--- src/rtl/regfile_read_port.sv ---
// 32-entry register file with one-hot write enable, write-address re-encode and a dual registered read port.
// Read latency is one cycle from accepted rdReq to rdValid; a bypass returns same-cycle write data (write-first).
// A held result (rdValid & !rdAck) stalls new requests via rdBusy. Define ZERO_REG_EN to hard-wire register 0 to zero.
module regfile_read_port #(
  parameter int               WIDTH     = 32,
  parameter logic [WIDTH-1:0] RESET_VAL = '0
) (
  input  logic             clk,
  input  logic             rst_n,
  input  logic [31:0]      FF_en,
  input  logic [WIDTH-1:0] wD,
  input  logic             rdReq,
  input  logic [4:0]       rA,
  input  logic [4:0]       rB,
  input  logic             rdAck,
  output logic             rdValid,
  output logic [WIDTH-1:0] rdDataA,
  output logic [WIDTH-1:0] rdDataB,
  output logic             rdBusy,
  output logic [4:0]       lastWA,
  output logic             wrSeen,
  output logic             onehotErr
);

  typedef enum logic {EMPTY, FULL} state_t;

  state_t           state;
  logic [WIDTH-1:0] regs [32];
  logic [31:0]      wr_mask;
  logic             multi_hot;
  logic [4:0]       enc_wa;
  logic             accept;
  logic [WIDTH-1:0] rd_a_nxt;
  logic [WIDTH-1:0] rd_b_nxt;

  // Register 0 writes are dropped before they reach storage or the error check.
`ifdef ZERO_REG_EN
  assign wr_mask = FF_en & 32'hFFFF_FFFE;
`else
  assign wr_mask = FF_en;
`endif

  // Clearing the lowest set bit leaves something only if two or more were set.
  assign multi_hot = |(wr_mask & (wr_mask - 32'd1));

  always_comb begin
    enc_wa = '0;
    for (int i = 0; i < 32; i++) begin
      if (FF_en[i]) enc_wa = 5'(i);
    end
  end

  assign rdValid = (state == FULL);
  assign rdBusy  = rdValid & ~rdAck;
  assign accept  = rdReq & (~rdValid | rdAck);

  always_comb begin
    rd_a_nxt = wr_mask[rA] ? wD : regs[rA];
    rd_b_nxt = wr_mask[rB] ? wD : regs[rB];
`ifdef ZERO_REG_EN
    if (rA == 5'd0) rd_a_nxt = '0;
    if (rB == 5'd0) rd_b_nxt = '0;
`endif
  end

  always_ff @(posedge clk or negedge rst_n) begin
    if (!rst_n) begin
      for (int i = 0; i < 32; i++) regs[i] <= RESET_VAL;
    end else begin
      for (int i = 0; i < 32; i++) begin
        if (wr_mask[i]) regs[i] <= wD;
      end
    end
  end

  always_ff @(posedge clk or negedge rst_n) begin
    if (!rst_n) begin
      lastWA    <= '0;
      wrSeen    <= 1'b0;
      onehotErr <= 1'b0;
    end else begin
      if (FF_en != 32'd0) begin
        lastWA <= enc_wa;
        wrSeen <= 1'b1;
      end
      if (multi_hot) onehotErr <= 1'b1;
    end
  end

  // Output stage: the captured pair is a snapshot and only changes on accept.
  always_ff @(posedge clk or negedge rst_n) begin
    if (!rst_n) begin
      state   <= EMPTY;
      rdDataA <= '0;
      rdDataB <= '0;
    end else begin
      if (accept) begin
        state   <= FULL;
        rdDataA <= rd_a_nxt;
        rdDataB <= rd_b_nxt;
      end else if (rdAck) begin
        state <= EMPTY;
      end
    end
  end

endmodule

--- config.mk ---
export PLATFORM = sky130hd
export DESIGN_NAME = regfile_read_port
export DESIGN_NICKNAME = d
export VERILOG_FILES = /design/src/rtl/regfile_read_port.sv
export SDC_FILE = /design/constraint.sdc
export NUM_CORES = 2
export LEC_CHECK = 0
export ABC_AREA = 1
export CORE_UTILIZATION = 30
export DETAILED_ROUTE_END_ITERATION = 10
export HOLD_SLACK_MARGIN = 0.02
export PLACE_DENSITY_LB_ADDON = 0.1
export SETUP_SLACK_MARGIN = 0.2
export SYNTH_ARGS = -nofsm -noshare
export SYNTH_HDL_FRONTEND = slang
export SYNTH_SLANG_ARGS = --single-unit
--- constraint.sdc ---
create_clock -name clk -period 1.7 [get_ports clk]
set_input_delay 0.17 -clock clk [delete_from_list [all_inputs] [get_ports clk]]
set_output_delay 0.17 -clock clk [all_outputs]
set_load 0.01 [all_outputs]
==> results_dict.tcl <==
set metrics [dict create \
    outcome "finished with violations" \
    violations "negative hold slack, negative setup slack" \
    core_mm2 0.197 \
    postSynth.asyncResetShare_pct 100 \
    crit_path_max_fanout 2 \
    pwr-share-seq_pct 39.5 \
    intPower_mw 52.2 \
    syn-cell-area_mm2 0.0597 \
    cp_common_cell "buf_6" \
    required_ns 1.53 \
    synth_cell_types 34 \
    switchingPower_mw 24.7 \
    rsz0062_at_grt "true" \
    pwr-share-clk_pct 39.3 \
    via_per_inst 5.46 \
    path_class "reg -> out" \
    yosys-top-cells-area "dfrtp_1, o21ai_0, nand2_1" \
    swShare_pct 32.1 \
    first_pass_iters 6 \
    avgSynthCellArea_um2 7.28 \
    grt_pass1_wl_um 417000 \
    ir_worst_vdd_mv 1.02 \
    slew_headroom_pct 26.9 \
    drt_wl_total_um 287000 \
    synthCells 8202 \
    slowest_delay_ns 0.42 \
    synth_mux_area_share_pct 0 \
    hpwl_um 182000 \
    cts_tree "built" \
    fin_crit_ns 1.83 \
    start_kind "flop" \
    synth-seq-cells 1096 \
    grt_antenna_before_repair 14 \
    first_iter_violations 7336 \
    first_global_vias 58200 \
    drc 0 \
    ant_nets 0 \
    finalHoldViolCount 1 \
    fin_ws_ns -0.135 \
    yosysSeqAreaShare_pct 45.9 \
    dr_total_vias 62000 \
    ys.flop_type "dfrtp_1" \
    crit_chain "buf_4, buf_6, buf_6, buf_6" \
    hold_start "FF_en[24]" \
    worst_pin_slew_ns 1.10 \
    power.leakage_nw 33.2 \
    wl_per_cell_um 25.2 \
    fmax_mhz 545 \
    area_growth_syn_to_layout_pct 29.2 \
    grt_usage_pct 28.2 \
    finClkSkew_ns 0.0292 \
    drv_cap 0 \
    power.total_mw 77.0 \
    initial_core_util_pct 30.2 \
    setup_viol 2 \
    synth_warnings 0 \
    synth_edf_count 0 \
    gp_congestion 0.874 \
    holdWs_ns -0.0423 \
    fin_nets 8690 \
    grt_overflow 0 \
    std_cell_rows 163 \
    synthAdderAreaFrac_pct 0 \
    period_share_pct 108 \
    pin_count 151 \
    place_ws_ns -0.887 \
    fillers 20500 \
    endpoint_kind "output pin" \
    clk_path_buf_depth 3 \
    clkTransAtPathRegs_ns 0.06 \
    reg2reg_from "onehotErr" \
    cts.htree.levels 4 \
    cts_buffers 139 \
    cp_data_arrival_time_ns 1.66 \
    p_comb_share_pct 21.2 \
    slowest_stage "dfrtp_1" \
    port-buffer-count 150 \
    grt_max_degree 69 \
    dieArea_mm2 0.201 \
    mappedNetlistNets 8280 \
    slew_viol_final 0 \
    synth_compound_area_share_pct 32.4 \
    cp-startpoint "onehotErr" \
    dieWidth_um 448 \
    synth_xor_area_share_pct 0 \
    synth_top_family_by_area "compound AO/OA/AOI/OAI gates" \
    drive_above_1_share_pct 19.9 \
    power.density_mw_per_mm2 998 \
    dieHeight_um 448 \
    cts_root_buf "clkbuf_16" \
    synth_top_cell_by_area "dfrtp_1" \
    cts_num_sinks 1096 \
    synth_top_cell_area_share_pct 45.9 \
    hold_path_class "in -> reg" \
    synth-simple-area-share_pct 12.7 \
    clkLatencyLatePin_ns 0.80 \
]
registers in the layout (all words and copies together), names as in the netlist:
register and flops:
regs 1024, rdDataB 32, rdDataA 32, rdValid 1
onehotErr 1, wrSeen 1, lastWA 5
repair_timing:
item,CTS,global route
buffers inserted,28,31
endpoints found under the setup margin,149,184
resized for setup,764,474
gates cloned,4,3
endpoints found under the hold margin,1171,12
hold buffers,28,2
pin swaps,158,253
worst max-delay path, delay by kind of cell, from the launching register on:
kind / cells / cell delay (ns)
buffers and inverters: 4 / 0.46
DFF: 1 / 0.42
final cells by class:
type                    instances  area (µm²)  share of cell area (%)
flip-flops and latches       1096       27500                    35.6
well taps                    2640        3300                    4.28
multi-input cells            5732       28700                    37.2
inverters                     580        2250                    2.92
repair buffers               1063       10900                    14.1
clock inverters                37         450                   0.584
diodes                          4        10.0                  0.0130
clock buffers                 211        4110                    5.33
cells in the mapped netlist, types with 4 or more instances:
library cell	number
a22oi_1	5
clkbuf_1	578
inv_1	570
o21bai_1	5
nand2_1	1325
o211ai_1	60
buf_4	12
dfrtp_1	1096
a32oi_1	8
buf_1	88
a21oi_1	984
buf_6	4
o2111ai_1	4
buf_2	112
a31oi_1	72
o21ai_0	2567
nor2_1	532
o22a_1	13
nor3_1	34
a21o_1	28
nand3_1	65
a221oi_1	13
clkinv_1	5
inv_2	5
power by group through the flow:
stage / combinational (mW) / clock, mW / sequential (mW)
floorplan: 7.50 / 0 / 30.2
detailed placement: 14.9 / 0 / 30.7
global placement: 14.8 / 0 / 30.7
CTS: 15.6 / 30.9 / 30.3
finish: 16.3 / 30.3 / 30.4
global route: 17.8 / 31.9 / 30.7
stage by stage:
stage	cells	area, µm²	TNS [ns]	utilization [%]
after floorplan	8202	60700	-0.152	-
after global placement	11000	69900	-168.73	35.4
after detailed placement	11000	69900	-166.74	35.4
after CTS	11300	75800	-1.63	38.4
after global routing	11400	77100	-1.03	39.1
final	11400	77100	-0.264	39.1
cells in the final DEF, fill, tap and decap left out, types with 8 or more instances in the layout:
cell type	netlist	final
clkbuf_1	578	37
nand2_2	2	22
clkbuf_16	0	143
a21oi_1	984	754
buf_8	0	8
a221oi_2	0	13
nor3_4	1	10
buf_4	12	682
o22a_1	13	13
inv_2	5	86
dfrtp_2	0	28
o211ai_1	60	60
nand3_1	65	62
clkinv_2	0	36
o21ai_0	2567	2082
inv_6	0	9
a31oi_2	0	13
o21ai_1	1	452
o21ai_2	0	31
clkdlybuf4s50_1	0	45
inv_1	570	466
a21oi_2	0	228
buf_6	4	75
nor3_2	0	19
clkbuf_8	0	34
a21o_1	28	28
nand2_1	1325	1303
a31oi_1	72	53
nor2_2	3	22
dlygate4sd3_1	0	24
buf_2	112	29
nor2_1	532	500
nor2_4	2	15
dfrtp_1	1096	1068
buf_12	0	180
metal layers:
layer | global-route usage [%] | vias to the layer above | part of all wire, %
li1 | - | 28500 | -
met1 | 41.2 | 30500 | 46
met2 | 42.8 | 2538 | 43
met3 | 3.53 | 434 | 6.8
met4 | 9.03 | 6 | 3.4
met5 | 0 | - | 0.013
cell families (layout without fill, tap and decap cells):
family,Yosys count,in the layout
buffers and inverters,1374,1891
and+or+nand+nor,1968,1968
AOI/OAI and AO/OA,3764,3764
DFF,1096,1096
other,0,4
worst paths after layout:
kind                                to  slack, ns  cells past startpoint
max                          onehotErr      -0.13                      4
min                          onehotErr      -0.04                      4
max reg2reg                  onehotErr      -0.13                      8
min reg2reg                     wrSeen       0.46                      2
max in group asynchronous  rdDataA[13]       0.38                      5
min in group asynchronous    regs[200]       0.43                      3
Note: power is estimated with default switching activity, not from simulation.
